===== src/rtl/riscv_trap_pkg.sv =====
// riscv_trap_pkg: shared state/kind enums and PC-select encodings for the trap redirect block
package riscv_trap_pkg;
  typedef enum logic [1:0] {IDLE, PEND, REDIRECT, FLUSH} state_e;
  typedef enum logic {TRAP, MRET} kind_e;
  localparam logic [1:0] PCSEL_SEQ  = 2'b00;
  localparam logic [1:0] PCSEL_TRAP = 2'b01;
  localparam logic [1:0] PCSEL_MRET = 2'b10;
  localparam int CNT_W = 3;
endpackage


===== src/rtl/riscv_trap_prio_enc.sv =====
// riscv_trap_prio_enc: lowest-index-first priority encoder with valid flag
module riscv_trap_prio_enc #(
  parameter int NUM_SRC = 4,
  localparam int CAUSE_W = $clog2(NUM_SRC)
) (
  input  logic [NUM_SRC-1:0] i_req,
  output logic               o_valid,
  output logic [CAUSE_W-1:0] o_idx
);
  always_comb begin
    o_valid = |i_req;
    o_idx = '0;
    for (int i = NUM_SRC - 1; i >= 0; i--)
      if (i_req[i]) o_idx = CAUSE_W'(i);
  end
endmodule


===== src/rtl/riscv_trap_redirect.sv =====
// riscv_trap_redirect: registered trap/mret redirect controller with sticky pending and flush sequencing
// Define RISCV_TRAP_MRET_FLUSH_EN to make mret flush the pipeline like a trap.
module riscv_trap_redirect
  import riscv_trap_pkg::*;
#(
  parameter int NUM_SRC = 4,
  parameter int FLUSH_CYCLES = 2,
  localparam int CAUSE_W = $clog2(NUM_SRC)
) (
  input  logic               i_riscv_clk,
  input  logic               i_riscv_rst,
  input  logic [NUM_SRC-1:0] i_riscv_trap_req,
  input  logic               i_riscv_trap_mret,
  input  logic               i_riscv_trap_stall,
  output logic [1:0]         o_riscv_trap_pcsel,
  output logic               o_riscv_trap_flush,
  output logic               o_riscv_trap_taken,
  output logic [CAUSE_W-1:0] o_riscv_trap_cause_id,
  output logic               o_riscv_trap_busy
);
`ifdef RISCV_TRAP_MRET_FLUSH_EN
  localparam bit MRET_FLUSH = 1'b1;
`else
  localparam bit MRET_FLUSH = 1'b0;
`endif
  localparam int FL_INIT = (FLUSH_CYCLES > 1) ? FLUSH_CYCLES - 2 : 0;

  state_e               r_state, w_state_nx;
  kind_e                r_kind, w_kind_nx;
  logic [NUM_SRC-1:0]   r_pend, w_pend_nx, w_cand, w_clr;
  logic [CNT_W-1:0]     r_cnt, w_cnt_nx;
  logic [1:0]           r_pcsel, w_pcsel_nx;
  logic                 r_flush, w_flush_nx, r_taken, w_taken_nx, w_redir, w_valid;
  logic [CAUSE_W-1:0]   r_cause, w_cause_nx, w_win;

  assign w_cand = r_pend | i_riscv_trap_req;

  riscv_trap_prio_enc #(.NUM_SRC(NUM_SRC)) u_enc (
    .i_req   (w_cand),
    .o_valid (w_valid),
    .o_idx   (w_win)
  );

  always_ff @(posedge i_riscv_clk) begin
    if (!i_riscv_rst) begin
      r_state <= IDLE;
      r_kind  <= TRAP;
      r_pend  <= '0;
      r_cnt   <= '0;
      r_pcsel <= PCSEL_SEQ;
      r_flush <= 1'b0;
      r_taken <= 1'b0;
      r_cause <= '0;
    end else begin
      r_state <= w_state_nx;
      r_kind  <= w_kind_nx;
      r_pend  <= w_pend_nx;
      r_cnt   <= w_cnt_nx;
      r_pcsel <= w_pcsel_nx;
      r_flush <= w_flush_nx;
      r_taken <= w_taken_nx;
      r_cause <= w_cause_nx;
    end
  end

  // mret only counts on entry from IDLE; a latched mret yields to any trap while pending
  always_comb begin
    w_state_nx = r_state;
    w_kind_nx = r_kind;
    case (r_state)
      IDLE: if (w_valid || i_riscv_trap_mret) begin
        w_state_nx = i_riscv_trap_stall ? PEND : REDIRECT;
        w_kind_nx = w_valid ? TRAP : MRET;
      end
      PEND: begin
        w_kind_nx = w_valid ? TRAP : r_kind;
        w_state_nx = i_riscv_trap_stall ? PEND : REDIRECT;
      end
      REDIRECT: w_state_nx = (FLUSH_CYCLES > 1 && (r_kind == TRAP || MRET_FLUSH)) ? FLUSH : IDLE;
      FLUSH: w_state_nx = (r_cnt == '0) ? IDLE : FLUSH;
      default: w_state_nx = IDLE;
    endcase
  end

  // outputs are computed from the next state so they register in step with it
  always_comb begin
    w_redir = w_state_nx == REDIRECT;
    w_pcsel_nx = w_redir ? ((w_kind_nx == TRAP) ? PCSEL_TRAP : PCSEL_MRET) : PCSEL_SEQ;
    w_flush_nx = (w_state_nx == FLUSH) || (w_redir && (w_kind_nx == TRAP || MRET_FLUSH));
    w_taken_nx = w_redir && (w_kind_nx == TRAP);
    w_cause_nx = w_taken_nx ? w_win : '0;
    w_clr = (r_state == REDIRECT && r_kind == TRAP) ? (NUM_SRC'(1) << r_cause) : '0;
    w_pend_nx = w_cand & ~w_clr;
    w_cnt_nx = (w_state_nx != FLUSH) ? '0 : (r_state == FLUSH) ? r_cnt - CNT_W'(1) : CNT_W'(FL_INIT);
  end

  assign o_riscv_trap_pcsel = r_pcsel;
  assign o_riscv_trap_flush = r_flush;
  assign o_riscv_trap_taken = r_taken;
  assign o_riscv_trap_cause_id = r_cause;
  assign o_riscv_trap_busy = (r_state != IDLE) || (|r_pend);
endmodule


===== config.mk =====
export PLATFORM = sky130hd
export DESIGN_NAME = riscv_trap_redirect
export DESIGN_NICKNAME = d
export VERILOG_FILES = /design/src/rtl/riscv_trap_pkg.sv /design/src/rtl/riscv_trap_prio_enc.sv /design/src/rtl/riscv_trap_redirect.sv
export SDC_FILE = /design/constraint.sdc
export NUM_CORES = 1
export LEC_CHECK = 0
export BUFFER_PORTS_ARGS = -buffer_cell sky130_fd_sc_hd__buf_4
export CAP_MARGIN = 10
export CORE_MARGIN = 5
export CORE_UTILIZATION = 30
export CTS_BUF_LIST = sky130_fd_sc_hd__clkbuf_4
export DETAILED_ROUTE_END_ITERATION = 8
export PLACE_DENSITY = 0.62
export SLEW_MARGIN = 20
export SYNTH_ARGS = -nofsm -noshare
export SYNTH_HDL_FRONTEND = slang
export SYNTH_SLANG_ARGS = --single-unit

===== constraint.sdc =====
create_clock -name i_riscv_clk -period 2.41 [get_ports i_riscv_clk]
set_clock_uncertainty 0.1 [all_clocks]
set_input_delay 0.241 -clock i_riscv_clk [delete_from_list [all_inputs] [get_ports i_riscv_clk]]
set_output_delay 0.241 -clock i_riscv_clk [all_outputs]
set_load 0.02 [all_outputs]

## After elaboration in Yosys (flattened, before gate mapping)

Index checks and enable logic that the tools add are counted.

- Bits in registers: 16
- Bits of input ports: 8
- Word-level logic and storage cells: 53

- Add/sub/neg operators: 1
- Equality and inequality tests: 6
- Shifts and indexed selects: 1
- Multiplexer cells: 14
- Bitwise logic cells: 8
- Reductions and logical operators: 14

Operators by type and width:

| operator | number |
|---|---|
| 2-bit two-way mux | 7 |
| 4-bit OR reduction | 3 |
| 2-bit == test, second input constant | 4 |
| 2-bit one-hot mux with 4 select lines | 1 |
| 3-bit OR reduction | 2 |
| 1-bit inverter | 5 |
| 4-bit bitwise AND | 1 |
| 1-bit two-way mux | 4 |
| 4-bit two-way mux | 1 |
| 4-bit inverter | 1 |
| 4-bit bitwise OR | 1 |
| 1-bit by 2-bit << shifter with 4-bit output, first input constant | 1 |
| 3-bit zero test | 1 |
| 1-bit logical OR | 3 |
| 3-bit by 1-bit subtractor with 3-bit output, second input constant | 1 |
| 2-bit by 1-bit == test with 1-bit output, second input constant | 1 |
| 1-bit logical AND | 2 |
| 2-bit zero test | 1 |
| 2-bit != test, second input constant | 1 |
| 1-bit one-hot mux with 2 select lines | 1 |
| 2-bit AND reduction | 1 |
| 2-bit nonzero test | 1 |

## Logic depth before layout (Yosys ltp)

Gate-level depths: netlist (run 1).

- Depth in word-level cells: 9
- Depth in mapped cells: 6
- Mapped depth without buffers: 6

## Hierarchy

From an unflattened synthesis (run 1), not the netlist that was laid out.

- Cells, all modules: 82
- Area, all modules: 684.4 µm²

Modules (own cells, without submodules):

| module | instances | cells each | area each (µm²) |
|---|---|---|---|
| riscv_trap_redirect | 1 | 75 | 649.4 |
| riscv_trap_prio_enc | 1 | 7 | 35.0 |

## Worst setup path before layout (run 1)

OpenSTA, ideal clock, no wires.

- Kind: register to register
- From: reg r_state[1]
- To: reg r_pend[0]
- Arrival: 1,112 ps
- Data required time: 2,186 ps
- Setup slack: 1,075 ps
- Cell stages (with the launch flop): 3
- Path buffers: 0
- Clock period less this slack: 1,335 ps
- Path through: dfxtp_1 or3b_1 o311a_2

- Longest elaborated chain between the ends: 5

RTL lines:

| item | RTL line | RTL |
|---|---|---|
| start, declared | riscv_trap_redirect.sv:28 | `state_e r_state, w_state_nx;` |
| start signal, assigned | riscv_trap_redirect.sv:55 | `r_state <= w_state_nx;` |
| 2-bit == test | riscv_trap_redirect.sv:92 | `w_clr = (r_state == REDIRECT && r_kind == TRAP) ? (NUM_SRC'(1) << r_cause) : '0;` |
| 1-bit logical AND | riscv_trap_redirect.sv:92 |  |
| 4-bit two-way mux | riscv_trap_redirect.sv:92 |  |
| 4-bit inverter | riscv_trap_redirect.sv:93 | `w_pend_nx = w_cand & ~w_clr;` |
| 4-bit bitwise AND | riscv_trap_redirect.sv:93 |  |
| end signal, assigned | riscv_trap_redirect.sv:57 | `r_pend <= w_pend_nx;` |
| end, declared | riscv_trap_redirect.sv:30 | `logic [NUM_SRC-1:0] r_pend, w_pend_nx, w_cand, w_clr;` |

No other way between the ends.
A chain may end at the register's enable or synchronous reset.

## Final worst setup path (run 1)

- From: reg r_pend[3]
- To: out o_riscv_trap_busy

- Longest elaborated chain between the ends: 2

RTL lines:

| item | RTL line | RTL |
|---|---|---|
| 4-bit OR reduction | riscv_trap_redirect.sv:101 | `assign o_riscv_trap_busy = (r_state != IDLE) \|\| (\|r_pend);` |
| 1-bit logical OR | riscv_trap_redirect.sv:101 |  |
| end, declared | riscv_trap_redirect.sv:19 | `output logic o_riscv_trap_busy` |

No other way between the ends.

==> flow_summary_export.csv, run 1 <==
group,metric,value,unit
worst_setup_path,cpPeakStageDelay,0.36,ns
worst_setup_path,crit_path_cell_trace,"nor4_1 > nand2_1 > buf_4",
yosys,synth.yosys.seq_area_share,49.3,%
cells_and_area,drive_gt1_share,29.8,%
worst_setup_path,cp_data_arrival_time,1.22,ns
cts,cts_resized,0,
power_and_ir_drop,total_leakage_power,0.000334,uW
cts,postCtsSetupBuffers,0,
sta,grt_setup_unrepaired,"false",
sta,timing.fmax,640,MHz
yosys,synth.ff_latch_count,16,
run_status,run_status,"complete, no violations",
cts,cts_inserted_buffers,3,
place,place.port_buffers,14,
place,globalplace.congestion,0.771,
worst_hold_path,min-delay-path-class,"in2reg",
floorplan,floorplan.rows,16,
power_and_ir_drop,post-layout-total-power,524,uW
yosys,synthDominantCellAreaShare,49.3,%
yosys,yosys_warnings,0,
detailed_routing,drt-initial-drc-count,26,
yosys,post_synth_inst_count,66,
yosys,post_synth.cell_area_avg,9.84,um2
sta,timing_worst_slew_pin_value,0.369,ns
cts,clk_root_buffer_cell,"clkbuf_4",
cells_and_area,area_growth_syn_to_layout,25.4,%
cts,clock_latency,0.28,ns
place,hpwlAfterDp,1040,um
sta,finalMaxSlewViolations,0,
cts,ctsHtreeMaxLevel,1,
floorplan,floorplan.io_pins,15,
detailed_routing,vias,550,
sta,layout_min_cycle_time,1.56,ns
detailed_routing,drc_violation_count_after_routing,0,
worst_setup_path,crit_buf_inv,1,
grt,globalRouteTotalUtil,8.82,%
detailed_routing,number_of_antenna_violating_nets_in_the_routed_design,0,
yosys,mappedNetlistArea,649,um2
sta,setup_viol,0,
floorplan,die_area,0.00320,mm2
grt,grt_antenna_before_repair,0,
grt,via_count_of_the_first_global_routing_pass,506,
yosys,synth_largest_area_cell,"dfxtp_1",
floorplan,placeableCoreArea,0.00202,mm2
cells_and_area,final_net_count,95,
worst_setup_path,r2r_slack,0.99,ns
floorplan,floorplan.initialDensity,32.1,%
cts,tritoncts_num_sinks,16,
worst_setup_path,worstSetupEndpointType,"output port",
cells_and_area,fillCellCount,222,
power_and_ir_drop,power_density,643,mW/mm2
detailed_routing,route.detailed.wl_per_inst,12.0,um
yosys,syn-num-nets,76,
power_and_ir_drop,ir_worst_vdd,0.000279,V
worst_setup_path,worst_ep_required_time,2.07,ns
worst_setup_path,category_of_the_worst_setup_path_launch_point,"flop",
yosys,post_synth_num_cell_types,27,
detailed_routing,detailedRoute.firstPassIterationCount,4,
worst_setup_path,critical_path.max_fanout,4,
sta,final.setup.tns,0,ns
cts,cts_buffer_depth,2,
sta,hold_slack,0.134,ns
sta,layout_worst_path_cycle_share,64.8,%
cells_and_area,num_antenna_cells,0,
detailed_routing,drt_wl_total,1340,um
grt,grt.overflow.total,0,
cts,cts.reportedPaths.clkPinSlew,0.09,ns
floorplan,die_x,56.5,um
grt,grt_first_pass_wirelength,2180,um
worst_setup_path,timing_worst_setup_path_type,"reg2out",
flow_run,drv.max_cap_violation_count,0,
sta,finalHoldViolations,0,
floorplan,die_height,56.5,um
grt,grt_max_degree,10,
yosys,netlist_top_cells_area,"dfxtp_1, nor2_1, a21oi_1, ha_1, nor4_4",
sta,slew_headroom,75.2,%
worst_setup_path,crit_path_top_delay_cell,"dfxtp_1",
detailed_routing,per_cell_via_count_in_the_routed_design,4.95,
cts,cts_tree,"yes",
cts,postCtsHoldBufs,0,
worst_setup_path,critical-path-top-delay-family,"simple AND/OR/NAND/NOR gates",
## final timing paths
path	start	end	cells past startpoint
setup / recovery	r_pend[3]$_SDFF_PN0_	o_riscv_trap_busy	3
hold / removal	i_riscv_trap_stall	r_state[0]$_SDFF_PN0_	3
setup reg to reg	r_state[1]$_SDFF_PN0_	r_pend[0]$_SDFF_PN0_	2
hold reg to reg	r_cnt[0]$_SDFF_PP0_	r_cnt[0]$_SDFF_PP0_	1
## synthesized netlist by cell type
cell,number
inv_1,3
nand2_1,3
or2_1,1
a31oi_1,2
nor3b_1,1
o21ai_0,4
and3_2,1
ha_1,2
nand2b_1,1
or3b_1,1
a21oi_1,5
mux2i_1,1
nand3b_1,1
o311a_2,1
nand4b_1,1
a41oi_1,1
or3b_4,1
nor2_1,10
or2_2,1
o21bai_1,2
nor4_2,1
or2_4,1
nor3_2,1
and3_1,1
nor4_1,2
nor4_4,1
dfxtp_1,16
## routing by layer
layer,GRT usage (%),wire length (um),vias to the layer above
met5,0,0,-
met4,5.08,28,0
met3,2.98,73,2
met2,14.4,615,15
met1,9.90,617,256
li1,-,-,277
## area by class of cell
type | instances | area [um2] | area share, %
clock inverter | 1 | 3.75 | 0.461
clock buffer | 3 | 22.5 | 2.76
multi-input combinational | 47 | 318 | 39.0
sequential | 16 | 320 | 39.3
tap | 27 | 33.8 | 4.15
timing repair buffer | 14 | 105 | 12.9
inverter | 3 | 11.3 | 1.38
## metrics by stage
step	cells	worst slack, ns	util (%)	area (um2)
2_1_floorplan	66	1.07	-	649
3_3_place_gp	107	1.03	39.0	788
3_5_place_dp	107	0.991	39.0	788
4_1_cts	111	0.838	40.3	815
5_1_grt	111	0.789	40.3	815
6_report	111	0.848	40.3	815
## power by group
part	switching (uW)	total, uW	internal (uW)
sequential	18.0	298	280
clock	84.7	145	60.1
combinational	40.5	80.8	40.3
## worst min-delay path, cell delays in order
cell and delay [ns]:
buf_4 0.11, nand3b_1 0.07, o21bai_1 0.06
## registers in the layout, indices dropped and copies added, names as in the netlist
signal	count
r_cnt	3
o_riscv_trap_cause_id	2
r_kind	1
o_riscv_trap_taken	1
r_pend	4
r_state	2
o_riscv_trap_flush	1
o_riscv_trap_pcsel	2
## placed cells by master, fill, tap and decap left out, types with 2 or more instances in the layout
cell type   n
inv_1       3
dfxtp_1    16
a31oi_1     2
nand2_1     3
clkbuf_4    3
a21oi_1     5
nor2_1     10
o21ai_0     4
nor4_1      2
ha_1        2
buf_4      14
o21bai_1    2
## logic make-up after synthesis
logic type,share of synthesized area [%]
AOI/OAI and AO/OA,14.3
adders and majority gates,3.85
buffers and inverters,1.73
DFF,49.3
muxes,1.54
and+or+nand+nor,29.3
Note: power is estimated with default switching activity, not from simulation.
==> run 2: changes to the inputs <==
--- a/config.mk
+++ b/config.mk
@@ -11,7 +11,7 @@
 export CORE_UTILIZATION = 30
 export CTS_BUF_LIST = sky130_fd_sc_hd__clkbuf_4
 export DETAILED_ROUTE_END_ITERATION = 8
-export PLACE_DENSITY = 0.62
+export PLACE_DENSITY = 0.63
 export SLEW_MARGIN = 20
 export SYNTH_ARGS = -nofsm -noshare
 export SYNTH_HDL_FRONTEND = slang
==> constraint.sdc (replaced) <==
create_clock -name i_riscv_clk -period 1.3 [get_ports i_riscv_clk]
set_clock_uncertainty 0.1 [all_clocks]
set_input_delay 0.13 -clock i_riscv_clk [delete_from_list [all_inputs] [get_ports i_riscv_clk]]
set_output_delay 0.13 -clock i_riscv_clk [all_outputs]
set_load 0.02 [all_outputs]
==> run 2 against run 1 <==
Largest power group unchanged. Sequential share of layout area decreased by 6.5 points. Count of clock-buffer cells in the layout unchanged. Die area unchanged. Cell area increased by 22%. Power increased by 99%. Critical path type unchanged. Critical path depth increased by 1. Hold slack got worse by 0.099 ns. Register-to-register slack got worse by 1.1 ns. Cell count increased by 12%. The flow now finishes with violations (setup timing). Combinational power increased to 3.0 times the previous value. Highest routed layer unchanged. Global-route usage increased by 0.33 points.
==> flow_summary_export.csv, run 2 (synthesis gave the netlist of run 1 again) <==
group,metric,value,unit
worst_setup_path,timing_worst_setup_path_type,"reg2out",
place,detailedPlace.worstSlack,-0.0456,ns
cells_and_area,layout.cells.most_common,"buf_4",
sta,timing.fmax,696,MHz
floorplan,die_area,0.00320,mm2
grt,globalRouteTotalUtil,9.16,%
detailed_routing,vias,582,
power_and_ir_drop,total_leakage_power,0.000408,uW
detailed_routing,drt_wl_total,1480,um
run_status,run_status,"finished with violations",
floorplan,placeableCoreArea,0.00202,mm2
run_status,violations,"setup timing",
sta,setup_viol,6,
cells_and_area,largest_register_ffs,4,
cts,clk_root_buffer_cell,"clkbuf_4",
cells_and_area,design_area,992,um2
cells_and_area,drive_gt1_share,51.5,%
grt,grt.overflow.total,0,
cts,ctsHtreeMaxLevel,1,
grt,grt_max_degree,10,
sta,layout_min_cycle_time,1.44,ns
worst_setup_path,crit_path_top_delay_cell,"dfxtp_2",
detailed_routing,number_of_antenna_violating_nets_in_the_routed_design,0,
worst_setup_path,worst_path_most_repeated_cell,"buf_6",
floorplan,floorplan.io_pins,15,
place,globalplace.congestion,0.756,
floorplan,floorplan.rows,16,
floorplan,die_height,56.5,um
cts,cts_tree,"yes",
floorplan,floorplan.initialDensity,32.1,%
cts,postCtsHoldBufs,0,
sta,finalMaxSlewViolations,0,
worst_setup_path,crit_path_cell_trace,"buf_6 > nor4_4 > nand2_1 > buf_6",
cells_and_area,largest_register_by_flop_count,"r_pend",
sta,grt_setup_unrepaired,"true",
sta,hold_slack,0.0351,ns
cells_and_area,final_net_count,108,
worst_hold_path,min-delay-path-class,"in2reg",
power_and_ir_drop,power_density,1050,mW/mm2
cts,tritoncts_num_sinks,16,
detailed_routing,per_cell_via_count_in_the_routed_design,4.69,
detailed_routing,drt-initial-drc-count,5,
flow_run,drv.max_cap_violation_count,0,
cells_and_area,layout_common_cells,"buf_4, dfxtp_1, nor2_1",
sta,layout_worst_path_cycle_share,111,%
detailed_routing,detailedRoute.firstPassIterationCount,2,
place,hpwlAfterDp,1060,um
sta,timing_worst_slew_pin_value,0.361,ns
worst_setup_path,critical_path.max_fanout,3,
cells_and_area,num_antenna_cells,0,
sta,postLayoutSetupSlackWorst,-0.137,ns
grt,via_count_of_the_first_global_routing_pass,518,
worst_setup_path,worstSetupEndpointType,"output port",
cells_and_area,area_growth_syn_to_layout,52.8,%
grt,grt_antenna_before_repair,0,
worst_setup_path,worst_ep_required_time,1.07,ns
power_and_ir_drop,ir_worst_vdd,0.000578,V
cts,cts_inserted_buffers,3,
cts,cts_buffer_depth,2,
sta,slew_headroom,75.8,%
worst_setup_path,category_of_the_worst_setup_path_launch_point,"flop",
worst_setup_path,critical-path-top-delay-family,"flip-flops",
worst_setup_path,crit_buf_inv,2,
worst_setup_path,cp_data_arrival_time,1.21,ns
power_and_ir_drop,post-layout-total-power,1040,uW
detailed_routing,drc_violation_count_after_routing,0,
sta,finalHoldViolations,0,
detailed_routing,route.detailed.wl_per_inst,11.9,um
cells_and_area,largest_registers_in_the_final_layout,"r_pend (4), r_cnt (3)",
cells_and_area,layout.core_utilization,49.1,%
worst_setup_path,cpPeakStageDelay,0.34,ns
cts,clock_latency,0.28,ns
place,dpl_cell_area,865,um2
cts,cts.reportedPaths.clkPinSlew,0.09,ns
grt,grt_first_pass_wirelength,2260,um
floorplan,die_x,56.5,um
place,place.port_buffers,14,
run 2: final timing paths:
kind / from / to / slack, ns / cells after the start
max: r_pend[3]$_SDFF_PN0_ / o_riscv_trap_busy / -0.14 / 4
min: i_riscv_trap_req[1] / o_riscv_trap_cause_id[1]$_SDFF_PP0_ / 0.04 / 4
max reg2reg: r_pend[3]$_SDFF_PN0_ / o_riscv_trap_flush$_SDFF_PN0_ / -0.06 / 4
min reg2reg: r_cnt[0]$_SDFF_PP0_ / r_cnt[0]$_SDFF_PP0_ / 0.30 / 1
run 2: final cells by class:
class | instances | area (um2)
clock buffer | 3 | 22.5
fill | 204 | 1030
inverter | 3 | 11.3
sequential | 16 | 325
clock inverter | 1 | 3.75
timing repair buffer | 27 | 218
tap | 27 | 33.8
multi-input combinational | 47 | 378
run 2: stage by stage:
step                instances  setup TNS (ns)
CTS                       123          -0.143
global placement          117         -0.0181
finish                    124          -0.252
global route              124          -0.576
floorplan                  66               0
detailed placement        117         -0.0723
run 2: power by group:
group | switching (uW) | leakage, uW | internal, uW
clock network | 149 | 0.0000154 | 112
registers | 20.5 | 0.000133 | 522
logic | 113 | 0.000260 | 128
total | 283 | 0.000408 | 761
run 2: what timing repair did:
action                                 in CTS  in global routing
setup endpoints to repair                   5                  8
resized for setup                          12                  7
buffers inserted                            2                  1
pin swaps                                   7                  5
endpoints found under the hold margin       0                  0
run 2: metal layers:
metal | up-vias | share of wire [%] | track usage, %
met5 | - | 0 | 0
met4 | 0 | 0.88 | 3.05
met3 | 2 | 5.9 | 5.28
met2 | 9 | 49 | 14.7
met1 | 270 | 44 | 10.1
li1 | 301 | - | -
run 2: tightest hold or removal path, cell delays in order:
cell and delay (ns):
buf_4 0.09, nor2_1 0.05, nand2_1 0.07, nor3_2 0.03
